### config.mk
export PLATFORM = sky130hd
export DESIGN_NAME = pipe_hazard_ctrl
export DESIGN_NICKNAME = d
export VERILOG_FILES = /design/src/rtl/hazard_pkg.sv /design/src/rtl/sat_counter.sv /design/src/rtl/pipe_hazard_ctrl.sv
export SDC_FILE = /design/constraint.sdc
export NUM_CORES = 1
export LEC_CHECK = 0
export CORE_AREA = 10 10 102 95
export CTS_CLUSTER_SIZE = 8
export DETAILED_ROUTE_END_ITERATION = 6
export DIE_AREA = 0 0 112 105
export GPL_TIMING_DRIVEN = 0
export SYNTH_ARGS = -nofsm -noshare
export SYNTH_HDL_FRONTEND = slang
export SYNTH_SLANG_ARGS = --single-unit
### constraint.sdc
create_clock -name clk -period 3.9 [get_ports clk]
set_input_delay 0.78 -clock clk [delete_from_list [all_inputs] [get_ports clk]]
set_output_delay 0.78 -clock clk [all_outputs]
set_load 0.1 [all_outputs]
### src/rtl/hazard_pkg.sv
// Shared types for the pipeline hazard controller: stage tag layout,
// controller state encoding and the bubble constant.
package hazard_pkg;

    localparam int REG_AW = 4;

    typedef enum logic {
        RUN     = 1'b0,
        MEMWAIT = 1'b1
    } hz_state_t;

    typedef struct packed {
        logic              valid;
        logic [REG_AW-1:0] ra1;
        logic [REG_AW-1:0] ra2;
        logic [REG_AW-1:0] wa3;
        logic              regwrite;
        logic              memtoreg;
    } stage_tag_t;

    function automatic stage_tag_t tag_bubble();
        return '0;
    endfunction

endpackage

### src/rtl/sat_counter.sv
// Event counter that sticks at all-ones instead of wrapping.
module sat_counter #(
    parameter int CNT_W = 16
) (
    input  logic             clk,
    input  logic             reset,
    input  logic             inc,
    output logic [CNT_W-1:0] count
);

    localparam logic [CNT_W-1:0] ONE = {{(CNT_W-1){1'b0}}, 1'b1};

    // count one event per cycle, hold at saturation
    always_ff @(posedge clk) begin
        if (reset)
            count <= '0;
        else if (inc && (count != '1))
            count <= count + ONE;
    end

endmodule

### src/rtl/pipe_hazard_ctrl.sv
// Pipeline hazard controller: carries E/M/W destination/write/load tags,
// produces register-match flags for the hazard unit, and turns LDRstall,
// branch-taken and data-memory-ready into per-stage stall/flush enables.
//
//   state   | meaning
//   RUN     | normal flow; stalls/flushes follow LDRstall and BranchTakenE
//   MEMWAIT | load in M waiting for data memory; F..M frozen, W gets bubbles
module pipe_hazard_ctrl
    import hazard_pkg::*;
#(
    parameter int REG_AW = hazard_pkg::REG_AW,
    parameter int CNT_W  = 16
) (
    input  logic              clk,
    input  logic              reset,
    input  logic [REG_AW-1:0] RA1D,
    input  logic [REG_AW-1:0] RA2D,
    input  logic [REG_AW-1:0] WA3D,
    input  logic              RegWriteD,
    input  logic              MemtoRegD,
    input  logic              ValidD,
    input  logic              BranchTakenE,
    input  logic              MemReadyM,
    input  logic              LDRstall,
    output logic              Match_1E_M,
    output logic              Match_1E_W,
    output logic              Match_2E_M,
    output logic              Match_2E_W,
    output logic              Match_12D_E,
    output logic              RegWriteE,
    output logic              RegWriteM,
    output logic              RegWriteW,
    output logic              MemtoRegE,
    output logic              MemtoRegM,
    output logic              StallF,
    output logic              StallD,
    output logic              StallE,
    output logic              StallM,
    output logic              FlushD,
    output logic              FlushE,
    output logic              FlushW,
    output logic [CNT_W-1:0]  StallCnt,
    output logic [CNT_W-1:0]  FlushCnt
);

    stage_tag_t        tag_d;
    stage_tag_t        tag_e;
    logic              valid_m;
    logic [REG_AW-1:0] wa3_m;
    logic              regwrite_m;
    logic              memtoreg_m;
    logic              valid_w;
    logic [REG_AW-1:0] wa3_w;
    logic              regwrite_w;
    hz_state_t         state;
    hz_state_t         state_nxt;
    logic              mem_hold;

    assign tag_d = '{valid: ValidD, ra1: RA1D, ra2: RA2D, wa3: WA3D,
                     regwrite: RegWriteD, memtoreg: MemtoRegD};

    // controller state register
    always_ff @(posedge clk) begin
        if (reset)
            state <= RUN;
        else
            state <= state_nxt;
    end

    // next state and stall/flush enables; the MEMWAIT entry cycle already
    // freezes the pipe, and all enables are held off while in reset
    always_comb begin
        state_nxt = state;
        mem_hold  = 1'b0;
        StallF    = 1'b0;
        StallD    = 1'b0;
        StallE    = 1'b0;
        StallM    = 1'b0;
        FlushD    = 1'b0;
        FlushE    = 1'b0;
        FlushW    = 1'b0;
        case (state)
            RUN: begin
                if (valid_m && memtoreg_m && !MemReadyM) begin
                    mem_hold  = 1'b1;
                    state_nxt = MEMWAIT;
                end
            end
            MEMWAIT: begin
                if (MemReadyM)
                    state_nxt = RUN;
                else
                    mem_hold = 1'b1;
            end
            default: state_nxt = RUN;
        endcase
        if (!reset) begin
            if (mem_hold) begin
                StallF = 1'b1;
                StallD = 1'b1;
                StallE = 1'b1;
                StallM = 1'b1;
                FlushW = 1'b1;
            end else begin
                StallF = LDRstall;
                StallD = LDRstall;
                FlushD = BranchTakenE;
                FlushE = LDRstall | BranchTakenE;
            end
        end
    end

    // tag pipeline: advance one stage per cycle unless held, bubbles on flush
    always_ff @(posedge clk) begin
        if (reset) begin
            tag_e      <= tag_bubble();
            valid_m    <= 1'b0;
            wa3_m      <= '0;
            regwrite_m <= 1'b0;
            memtoreg_m <= 1'b0;
            valid_w    <= 1'b0;
            wa3_w      <= '0;
            regwrite_w <= 1'b0;
        end else begin
            if (FlushE)
                tag_e <= tag_bubble();
            else if (!StallE)
                tag_e <= tag_d;

            if (!StallM) begin
                valid_m    <= tag_e.valid;
                wa3_m      <= tag_e.wa3;
                regwrite_m <= tag_e.regwrite;
                memtoreg_m <= tag_e.memtoreg;
            end

            if (FlushW) begin
                valid_w    <= 1'b0;
                wa3_w      <= '0;
                regwrite_w <= 1'b0;
            end else begin
                valid_w    <= valid_m;
                wa3_w      <= wa3_m;
                regwrite_w <= regwrite_m;
            end
        end
    end

    assign Match_1E_M  = tag_e.valid & valid_m & (tag_e.ra1 == wa3_m);
    assign Match_1E_W  = tag_e.valid & valid_w & (tag_e.ra1 == wa3_w);
    assign Match_2E_M  = tag_e.valid & valid_m & (tag_e.ra2 == wa3_m);
    assign Match_2E_W  = tag_e.valid & valid_w & (tag_e.ra2 == wa3_w);
    assign Match_12D_E = ValidD & tag_e.valid &
                         ((RA1D == tag_e.wa3) | (RA2D == tag_e.wa3));

    assign RegWriteE = tag_e.valid & tag_e.regwrite;
    assign RegWriteM = valid_m & regwrite_m;
    assign RegWriteW = valid_w & regwrite_w;
    assign MemtoRegE = tag_e.valid & tag_e.memtoreg;
    assign MemtoRegM = valid_m & memtoreg_m;

    sat_counter #(.CNT_W(CNT_W)) u_stall_cnt (
        .clk   (clk),
        .reset (reset),
        .inc   (StallF),
        .count (StallCnt)
    );

    sat_counter #(.CNT_W(CNT_W)) u_flush_cnt (
        .clk   (clk),
        .reset (reset),
        .inc   (FlushE),
        .count (FlushCnt)
    );

endmodule
* After elaboration in Yosys (flattened, before gate mapping) *
Index checks and enable logic that the tools add are counted.

cells by class
  add/subtract/negate cells = 2
  multipliers = 0
  div/mod/pow operators = 0
  magnitude comparators = 0
  equality and inequality tests = 8
  shifts and indexed selects = 0
  mux-type cells = 11
  bitwise operators = 16
  reductions and logical operators = 7

operator list
  cell                                            number
  adder 16 x 1 -> 16 bit (second input constant)  2
  != test 16 bit (second input constant)          2
  equality test 4 bit                             6
  AND 1 bit                                       13
  2-to-1 mux 1 bit                                10
  logical AND 1 bit                               4
  OR reduction 2 bit                              2
  bitwise OR 1 bit                                2
  case mux 1 bit (2 select lines)                 1
  zero test 1 bit                                 1
  NOT 1 bit                                       1

word-level totals
  register bits after elaboration = 61
  latch bits = 0
  bits in writable memories = 0
  memory bits (read-only) = 0
  input bits = 20
  output and inout port bits = 49
  logic and storage cells = 60
  memories kept = 0

* Depth between registers and ports, before layout *
  depth after elaboration = 7
  depth in mapped cells = 7

* Modules after synthesis *
Synthesis repeated with hierarchy kept, for this count alone.

second synthesis, totals
  cell total of the unflattened synthesis = 347
  area, all modules = 3,074.2 µm²

by module, submodules not included
  module            times used  cells an instance  area an instance (µm²)
  sat_counter       2           99                 848.3
  pipe_hazard_ctrl  1           149                1,377.6

* Worst setup path before layout *
OpenSTA, ideal clock, no wires.

  kind = input-to-output
  from = input reset
  to = output StallF
  arrival = 3.851 ns
  path slack = -0.731 ns
  stages = 4
  buffers on the path = 3
  path through = clkbuf_1 > clkbuf_1 > nor3_1 > buf_4

on the way
  word-level cells in the longest chain between the ends = 1

RTL lines
  element           line                    RTL
  start, declared   pipe_hazard_ctrl.sv:15  input logic reset,
  2-to-1 mux 1 bit  --
  end, declared     pipe_hazard_ctrl.sv:35  output logic StallF,

Every way passes these cells.

* Final worst setup path *
  from = input LDRstall
  to = output StallF

on the way
  word-level cells in the longest chain between the ends = 2

RTL lines
  element           line                    RTL
  start, declared   pipe_hazard_ctrl.sv:24  input logic LDRstall,
  2-to-1 mux 1 bit  pipe_hazard_ctrl.sv:98  if (mem_hold) begin
  2-to-1 mux 1 bit  pipe_hazard_ctrl.sv:97  if (!reset) begin

Every way passes these cells.

==> results_dict.tcl <==
set metrics [dict create \
    r2r_cells 5 \
    ys_types 44 \
    relSlewSlack 0.337 \
    ys_ff_latch 61 \
    report.final.hold_viol_count 0 \
    syn_nets 371 \
    slew_viol_final 0 \
    r2r_end "u_flush_cnt.count[15]$_SDFFE_PP0P_" \
    p_leak_uw 0.00146 \
    fillers 726 \
    port_buffers 67 \
    core_area_mm2 0.00747 \
    grt_pass1_vias 2694 \
    syn2layout_area_growth_pct 35.4 \
    period_minus_slack_ps 3770 \
    placed_area_mm2 0.00376 \
    rows 30 \
    crit_required_ps 3120 \
    drc_errors 0 \
    antenna_cells 0 \
    antenna_found_initial 0 \
    cts_inserted_buffers 9 \
    clockBufferDepth 2 \
    hold_start "tag_e[1]$_SDFFE_PP0N_" \
    cts_tree "yes" \
    clock_latency_ps 330 \
    grt_pass1_wl_mm 13.2 \
    io_pins 69 \
    rr_startpoint "u_flush_cnt.count[0]$_SDFFE_PP0P_" \
    ant_nets 0 \
    start_util 0.394 \
    final_nets 449 \
    overflow 0 \
    syn_area_per_cell_um2 8.42 \
    min_to "regwrite_m$_SDFFE_PP0N_" \
    reg2reg_slack_ps 1990 \
    powerDensity_mw_per_mm2 355 \
    synth_ff_type "dfxtp_1" \
    path_max_fanout 4 \
    maxCapViolations 0 \
    start_kind "primary input" \
    clock_sinks 61 \
    outcome "finished, final reports clean" \
    fin_skew_ps 7.62 \
    drive_above_1_share 0.102 \
    gp_congestion 0.825 \
    htreeDepth 3 \
    postCtsSetupBuffers 0 \
    drtPass1Iterations 4 \
    setup_viol 0 \
    fin_area_mm2 0.00398 \
    hold_class "reg2reg" \
    dieHeight_um 105 \
    drt_iter0_markers 82 \
    worstSetupPathType "in2out" \
    synth_edf_count 0 \
    clkTransAtPathRegs_ps 70 \
    cts_root_buf "clkbuf_8" \
    syn_area_mm2 0.00294 \
    cp.arrival_ps 2990 \
    wire_per_inst_um 14.9 \
    worstMarginPinSlew_ps 991 \
    grt_max_degree 13 \
    fin_crit_sh 0.967 \
    num_vias 2691 \
    fmax_ghz 0.265 \
    synthArstFlopShare 0 \
    fp.dieW_um 112 \
    whs_path_depth 2 \
    cts_hold_buf 0 \
    timing.final.ws_setup_ps 129 \
    viasPerCell 5.10 \
    peakVddDrop_v 0.000175 \
    synthCells 349 \
    wl_mm 7.87 \
    rsz0062_at_grt "no" \
    pre_cts_ws_ps -399 \
    yosys_warnings 0 \
    grt.total_usage 0.133 \
    hpwl_mm 6.07 \
    die-area_mm2 0.0118 \
    ys_seq_area_frac 0.415 \
    endpoint_kind "output pin" \
]
==> layout by cell type (no fill, tap or decap), types with 2 or more instances in the layout <==
cell             instances
a21oi_1                 14
and2_1                   8
and3_1                  14
and4_1                   3
buf_2                    4
buf_4                    4
bufinv_16                2
clkbuf_1                10
clkbuf_2                 2
clkbuf_8                11
clkdlybuf4s15_2          2
clkdlybuf4s50_1         63
clkinv_2                 2
dfxtp_1                 61
ha_1                     2
inv_1                    3
mux2i_1                  2
nand2_1                 56
nand3_1                 15
nand4_1                 11
nor2_1                  29
nor2b_1                  3
nor3_1                   6
nor4_1                   7
nor4_2                   5
nor4b_1                  4
o211ai_1                 2
o21ai_0                 19
or3_1                    3
xnor2_1                 26
xor2_1                  20
==> Yosys cell counts, drive strengths merged (2+ instances only) <==
master | number | area, um^2
nor2 | 30 | 115
nor4 | 13 | 103
and2 | 8 | 50.1
and4 | 3 | 26.3
a21oi | 15 | 78.8
xnor2 | 26 | 228
nor4b | 4 | 35.0
dfxtp | 61 | 1220
and3 | 14 | 87.6
nand3 | 16 | 85.1
nor2b | 3 | 18.8
nor3 | 8 | 51.3
buf | 8 | 53.8
xor2 | 20 | 175
nand2 | 56 | 210
o211ai | 2 | 15.0
clkbuf | 10 | 38.8
inv | 3 | 11.3
mux2i | 2 | 20.0
ha | 2 | 25.0
o21ai | 20 | 100
or3 | 3 | 18.8
nand4 | 12 | 81.3
==> metal layers <==
metal	wire, um	global-route usage
met5	0	0
met2	3620	0.214
met4	112	0.0408
met3	593	0.0600
met1	3540	0.155
==> timing repair <==
action / 4_1_cts / 5_1_grt
resized for setup: 11 / 1
setup endpoints to repair: 4 / 1
pin swaps: 0 / 0
==> flip-flops by register name (all words and copies together), names as in the netlist <==
name and flops:
wa3_w 4, tag_e 15, wa3_m 4, memtoreg_m 1
state 1, valid_w 1, u_flush_cnt.count 16, valid_m 1
regwrite_m 1, regwrite_w 1, u_stall_cnt.count 16
==> critical path: stages <==
cell and delay [ps]:
clkdlybuf4s50_1 580, a211oi_2 120, nor3_2 240, buf_4 140, clkdlybuf4s50_1 1120
==> per-stage QoR <==
stage | TNS [ps] | hold slack, ps | power [uW] | std cells | utilization
CTS | 0 | 480 | 1430 | 528 | 0.534
detailed placement | -1460 | 471 | 799 | 512 | 0.504
global route | 0 | 501 | 1470 | 528 | 0.533
floorplan | 0 | 436 | 749 | 349 | -
global placement | -1390 | 463 | 797 | 512 | 0.504
finish | 0 | 477 | 1410 | 528 | 0.533
==> how the worst max path moves through the flow <==
stage,slack (ps),end,start,cells past startpoint
2_1_floorplan,220,StallF,reset,4
3_3_place_gp,-390,StallE,MemReadyM,7
3_5_place_dp,-400,StallE,MemReadyM,7
4_1_cts,4,FlushW,MemReadyM,6
5_1_grt,8,StallM,MemReadyM,7
6_report,130,StallF,LDRstall,5
==> where the power goes <==
group	leakage (uW)	internal (uW)	switching (uW)	total (uW)
registers	0.000494	633	11.6	645
clock network	0.000116	393	238	631
logic	0.000849	47.7	90.4	138
total	0.00146	1070	340	1410
==> cell families after synthesis <==
family                   share of synthesized area
AND/OR/NAND/NOR                              0.305
flip-flops                                   0.415
XOR/XNOR                                     0.137
AO/OA/AOI/OAI                               0.0872
buffers and inverters                       0.0366
multiplexers                                0.0106
adder cells (fa/ha/maj)                    0.00851
==> cell type report <==
class	instances	area, um^2	area share
multi-input combinational	266	1640	0.412
sequential	61	1220	0.307
timing repair buffer	67	666	0.167
clock buffer	12	155	0.0390
tap	96	120	0.0302
buffer	18	92.6	0.0233
clock inverter	4	70.1	0.0176
inverter	4	15.0	0.00377
Power figures use the tool's default switching activity.
==> variant 1: new RTL, same settings <==
`CNT_W` is set to 16 in 2 places; all go to 20.
--- a/src/rtl/sat_counter.sv
+++ b/src/rtl/sat_counter.sv
@@ -1,6 +1,6 @@
 // Event counter that sticks at all-ones instead of wrapping.
 module sat_counter #(
-    parameter int CNT_W = 16
+    parameter int CNT_W = 20
 ) (
     input  logic             clk,
     input  logic             reset,
--- a/src/rtl/pipe_hazard_ctrl.sv
+++ b/src/rtl/pipe_hazard_ctrl.sv
@@ -9,7 +9,7 @@
     import hazard_pkg::*;
 #(
     parameter int REG_AW = hazard_pkg::REG_AW,
-    parameter int CNT_W  = 16
+    parameter int CNT_W  = 20
 ) (
     input  logic              clk,
     input  logic              reset,
Interface: changed (resized FlushCnt and StallCnt); port bits go from 69 to 77. The function was not compared with the original's and may differ.
==> variant 1 against the unedited design <==
Global-route usage up 2.0 points; count of clock-buffer cells in the layout is 2 higher; synthesized cell count grew 8.0%; sequential share of layout area up 0.80 points; sequential cell count up 8; core utilization is 5.5 points higher; design area grew 10%; sequential power grew 13%; routed wire length increased by 15%; setup slack got worse by 0.016 ns; synthesized area up 13%; total power decreased by 0.12%; critical path type unchanged.
==> variant 1: results (changes against the unedited design) <==
<table>
<tr><th>Metric</th><th>Value</th></tr>
<tr><th colspan="2">Outcome</th></tr>
<tr><td>Run status</td><td>finished, final reports clean (unchanged)</td></tr>
<tr><th colspan="2">Synthesis</th></tr>
<tr><td>Share of the synthesized netlist area taken by xor and xnor gates</td><td>0.100 (was 0.137)</td></tr>
<tr><td>Adder and majority gate portion of the synthesized area</td><td>0.00754 (was 0.00851)</td></tr>
<tr><td>Largest cells by area after synthesis</td><td>sky130_fd_sc_hd__dfxtp_1 (42%), sky130_fd_sc_hd__xor2_1 (6.3%), sky130_fd_sc_hd__nand2_1 (5.9%) (was sky130_fd_sc_hd__dfxtp_1 (42%), sky130_fd_sc_hd__xnor2_1 (7.7%), sky130_fd_sc_hd__nand2_1 (7.1%))</td></tr>
<tr><td>Syn_nets</td><td>399 (was 371)</td></tr>
<tr><td>Share of the yosys chip area belonging to registers</td><td>0.416 (was 0.415)</td></tr>
<tr><th colspan="2">Detailed routing</th></tr>
<tr><td>DR WL/cell</td><td>16.1 microns (was 14.9 microns)</td></tr>
<tr><td>Routed length on met2</td><td>4230 microns (was 3620 microns)</td></tr>
<tr><th colspan="2">Placement</th></tr>
<tr><td>Global placement routability congestion</td><td>0.846 (was 0.825)</td></tr>
<tr><td>Worst setup slack after placement</td><td>-0.404 ns (was -0.399 ns)</td></tr>
<tr><td>Dpl cells</td><td>549 (was 512)</td></tr>
<tr><th colspan="2">Global routing</th></tr>
<tr><td>Met1 demand-to-capacity share in global routing</td><td>0.190 (was 0.155)</td></tr>
<tr><td>Global-route wire length before repair</td><td>15200 microns (was 13200 microns)</td></tr>
<tr><td>Global router's overall resource usage</td><td>0.153 (was 0.133)</td></tr>
<tr><th colspan="2">Critical path</th></tr>
<tr><td>Slowest cell on the critical path</td><td>sky130_fd_sc_hd__clkdlybuf4s15_1 (was sky130_fd_sc_hd__clkdlybuf4s50_1)</td></tr>
<tr><td>Highest net fanout along the worst path</td><td>12 (was 4)</td></tr>
<tr><th colspan="2">Finish</th></tr>
<tr><td>Clk cell area share</td><td>0.0405 (was 0.0566)</td></tr>
<tr><td>Final standard cell count with taps included and fillers excluded</td><td>564 (was 528)</td></tr>
<tr><td>Fillers</td><td>715 (was 726)</td></tr>
<tr><td># nets final</td><td>486 (was 449)</td></tr>
<tr><td>Count of multi-input combinational gates</td><td>287 (was 266)</td></tr>
<tr><td>Buffers outside the clock class</td><td>94 (was 85)</td></tr>
<tr><td>Registers with the most flip-flops</td><td>u_flush_cnt.count x20, u_stall_cnt.count x20, tag_e x15 (was u_flush_cnt.count x16, u_stall_cnt.count x16, tag_e x15)</td></tr>
<tr><th colspan="2">STA</th></tr>
<tr><td>Clock skew</td><td>0.00884 ns (was 0.00762 ns)</td></tr>
<tr><th colspan="2">CTS</th></tr>
<tr><td>Cts repair resizes</td><td>13 (was 11)</td></tr>
<tr><th colspan="2">Pwr</th></tr>
<tr><td>VDD IR-drop max</td><td>0.177 mV (was 0.175 mV)</td></tr>
</table>
variant 1: changes by cell type in the layout (fill, tap and decap cells not counted), moves of 5 or more:
cell                              unedited run  this run
sky130_fd_sc_hd__a21oi_1                    14         5
sky130_fd_sc_hd__xnor2_1                    26        14
sky130_fd_sc_hd__clkdlybuf4s50_1            63        69
sky130_fd_sc_hd__and3_1                     14         6
sky130_fd_sc_hd__dfxtp_1                    61        69
sky130_fd_sc_hd__mux2i_1                     2         7
sky130_fd_sc_hd__a22o_1                      0         6
sky130_fd_sc_hd__nand4_1                    11        23
variant 1: final timing paths:
path	from	slack, ns	depth (start not counted)	to
setup / recovery	reset	0.11	5	FlushW
hold / removal	tag_e[1]	0.47	2	tag_e[1]
setup reg to reg	u_flush_cnt.count[1]	1.93	6	u_flush_cnt.count[3]
hold reg to reg	tag_e[1]	0.47	2	tag_e[1]
variant 1: power by group:
part	internal [W]	leakage (nW)	switching, W
logic	0.0000516	0.934	0.000102
registers	0.000716	0.558	0.0000139
clock network	0.000279	0.0926	0.000250
==> variant 2: new RTL, same settings <==
Made on the original files. Register the output `FlushCnt`, cleared by the reset; this adds one clock of latency there. The other outputs are not delayed to match.
--- a/src/rtl/pipe_hazard_ctrl.sv
+++ b/src/rtl/pipe_hazard_ctrl.sv
@@ -42,6 +42,8 @@
     output logic [CNT_W-1:0]  StallCnt,
     output logic [CNT_W-1:0]  FlushCnt
 );
+
+    logic [CNT_W-1:0] FlushCnt_d;
 
     stage_tag_t        tag_d;
     stage_tag_t        tag_e;
@@ -170,7 +172,15 @@
         .clk   (clk),
         .reset (reset),
         .inc   (FlushE),
-        .count (FlushCnt)
+        .count (FlushCnt_d)
     );
 
+    always_ff @(posedge clk) begin
+        if (reset) begin
+            FlushCnt <= '0;
+        end else begin
+            FlushCnt <= FlushCnt_d;
+        end
+    end
+
 endmodule
Function: changed (Yosys sat finds a counterexample within 4 cycles, from zero or initial values and one cycle with reset high).
==> variant 2 against the unedited design <==
Largest power group unchanged; sequential cell count grew 16; final cell count rose by 7.8%; critical path type unchanged; die area stayed put; synthesized area up 22%; setup slack lost 0.013 ns; total power rose by 8.2%; register-to-register slack lost 0.05 ns; routed wire length rose by 15%; largest cell class unchanged; count of clock-buffer cells in the layout decreased by 2; design area rose by 16%.
==> variant 2: results (changes against the unedited design) <==
<table>
<tr><th>Metric</th><th>Value</th></tr>
<tr><th colspan="2">Global routing</th></tr>
<tr><td>Vias in the first global route</td><td>2957 (was 2694)</td></tr>
<tr><td>Global router's overall resource usage</td><td>0.151 (was 0.133)</td></tr>
<tr><td>Maximum number of pins on one net before global-route repair</td><td>14 (was 13)</td></tr>
<tr><th colspan="2">Critical path</th></tr>
<tr><td>Reg2Reg Depth</td><td>6 (was 5)</td></tr>
<tr><td>Data arrival time of the worst path</td><td>3.00 ns (was 2.99 ns)</td></tr>
<tr><th colspan="2">Outcome</th></tr>
<tr><td>Run status</td><td>finished, final reports clean (unchanged)</td></tr>
<tr><th colspan="2">Synthesis</th></tr>
<tr><td>Most frequent cells after synthesis</td><td>sky130_fd_sc_hd__dfxtp_1 (77), sky130_fd_sc_hd__nand2_1 (49), sky130_fd_sc_hd__o21ai_0 (25) (was sky130_fd_sc_hd__dfxtp_1 (61), sky130_fd_sc_hd__nand2_1 (56), sky130_fd_sc_hd__nor2_1 (29))</td></tr>
<tr><td>Post-synthesis cell count</td><td>389 (was 349)</td></tr>
<tr><td>Largest cells by area after synthesis</td><td>sky130_fd_sc_hd__dfxtp_1 (43%), sky130_fd_sc_hd__nand2_1 (5.1%), sky130_fd_sc_hd__o21ai_0 (3.5%) (was sky130_fd_sc_hd__dfxtp_1 (42%), sky130_fd_sc_hd__xnor2_1 (7.7%), sky130_fd_sc_hd__nand2_1 (7.1%))</td></tr>
<tr><td>Syn_nets</td><td>411 (was 371)</td></tr>
<tr><td>Synth unique cells</td><td>50 (was 44)</td></tr>
<tr><th colspan="2">Detailed routing</th></tr>
<tr><td>Iteration-0 DRC count of the detailed router</td><td>84 (was 82)</td></tr>
<tr><td>Routed wire length</td><td>9090 microns (was 7870 microns)</td></tr>
<tr><th colspan="2">Pwr</th></tr>
<tr><td>Sw power</td><td>0.000389 W (was 0.000340 W)</td></tr>
<tr><td>VDD IR-drop max</td><td>0.244 mV (was 0.175 mV)</td></tr>
<tr><th colspan="2">STA</th></tr>
<tr><td>Worst relative slew slack</td><td>0.340 (was 0.337)</td></tr>
<tr><td>Clock skew</td><td>0.0129 ns (was 0.00762 ns)</td></tr>
<tr><th colspan="2">Finish</th></tr>
<tr><td>Share of final-layout standard cells stronger than drive strength 1</td><td>0.137 (was 0.102)</td></tr>
<tr><td>Most common library cell in the layout ignoring fill and taps</td><td>sky130_fd_sc_hd__dfxtp_1 (was sky130_fd_sc_hd__clkdlybuf4s50_1)</td></tr>
<tr><td># nets final</td><td>490 (was 449)</td></tr>
<tr><td>Final standard cell count with taps included and fillers excluded</td><td>569 (was 528)</td></tr>
<tr><th colspan="2">Placement</th></tr>
<tr><td>Global placement routability congestion</td><td>0.820 (was 0.825)</td></tr>
<tr><td>Final HPWL from detailed placement</td><td>6790 microns (was 6070 microns)</td></tr>
<tr><td>PortBufs</td><td>68 (was 67)</td></tr>
<tr><th colspan="2">CTS</th></tr>
<tr><td>Clock latency of the later-clocked register in the worst-skew pair</td><td>0.35 ns (was 0.33 ns)</td></tr>
</table>
[variant 2: changes by cell type in the layout (fill, tap and decap cells not counted), moves of 8 or more]
| cell | unedited run | this run |
|---|---|---|
| sky130_fd_sc_hd__and3_1 | 14 | 6 |
| sky130_fd_sc_hd__dfxtp_1 | 61 | 77 |
| sky130_fd_sc_hd__mux2_2 | 1 | 10 |
| sky130_fd_sc_hd__nor2_1 | 29 | 18 |
| sky130_fd_sc_hd__nor2b_1 | 3 | 19 |
| sky130_fd_sc_hd__xnor2_1 | 26 | 12 |
| sky130_fd_sc_hd__xor2_1 | 20 | 12 |
[variant 2: cell families after synthesis]
kind of cell,count (synthesis),share of synthesized area
AND/OR/NAND/NOR,175,0.281
multiplexers,17,0.0544
adder cells (fa/ha/maj),2,0.00697
AO/OA/AOI/OAI,65,0.117
XOR/XNOR,24,0.0586
buffers and inverters,29,0.0523
flip-flops,77,0.430
[variant 2: metal layers]
metal | track usage | vias up | part of all wire
li1 | - | 1549 | -
met3 | 0.0497 | 2 | 0.052
met4 | 0.0299 | 0 | 0.0029
met1 | 0.187 | 1447 | 0.46
met2 | 0.249 | 57 | 0.48
met5 | 0 | - | 0
[variant 2: timing repair]
| action | in CTS | in global routing |
|---|---|---|
| resized for setup | 14 | 2 |
| setup endpoints to repair | 6 | 2 |
| hold endpoints to repair | 0 | 0 |
[variant 2: stage by stage]
step / util / worst slack (ns) / cell area, sq um / setup TNS [ns] / hold slack, ns
3_5_place_dp: 0.591 / -0.420 / 4410 / -1.96 / 0.468
6_report: 0.616 / 0.116 / 4600 / 0 / 0.479
5_1_grt: 0.616 / 0.00840 / 4600 / 0 / 0.502
3_3_place_gp: 0.591 / -0.447 / 4410 / -2.02 / 0.459
2_1_floorplan: - / 0.627 / 3610 / 0 / 0.432
4_1_cts: 0.616 / 0.0255 / 4600 / 0 / 0.478
[variant 2: final timing paths]
path | start | to | slack [ns]
setup / recovery | LDRstall | StallD | 0.12
hold / removal | regwrite_m | regwrite_m | 0.48
setup reg to reg | u_flush_cnt.count[0] | u_flush_cnt.count[15] | 1.94
hold reg to reg | regwrite_m | regwrite_m | 0.48
[variant 2: power by group through the flow]
| stage | sequential, W | clock (W) | combinational (W) |
|---|---|---|---|
| 2_1_floorplan | 0.000837 | 0 | 0.0000737 |
| 3_3_place_gp | 0.000824 | 0 | 0.000138 |
| 3_5_place_dp | 0.000824 | 0 | 0.000138 |
| 4_1_cts | 0.000806 | 0.000601 | 0.000138 |
| 5_1_grt | 0.000807 | 0.000638 | 0.000148 |
| 6_report | 0.000806 | 0.000587 | 0.000137 |
[variant 2: final cells by class]
type,count,area share
well taps,96,0.0261
flip-flops and latches,77,0.335
plain buffers,22,0.0351
repair buffers,68,0.147
clock buffers,10,0.0277
clock inverters,6,0.0139
multi-input cells,283,0.409
inverters,7,0.00571
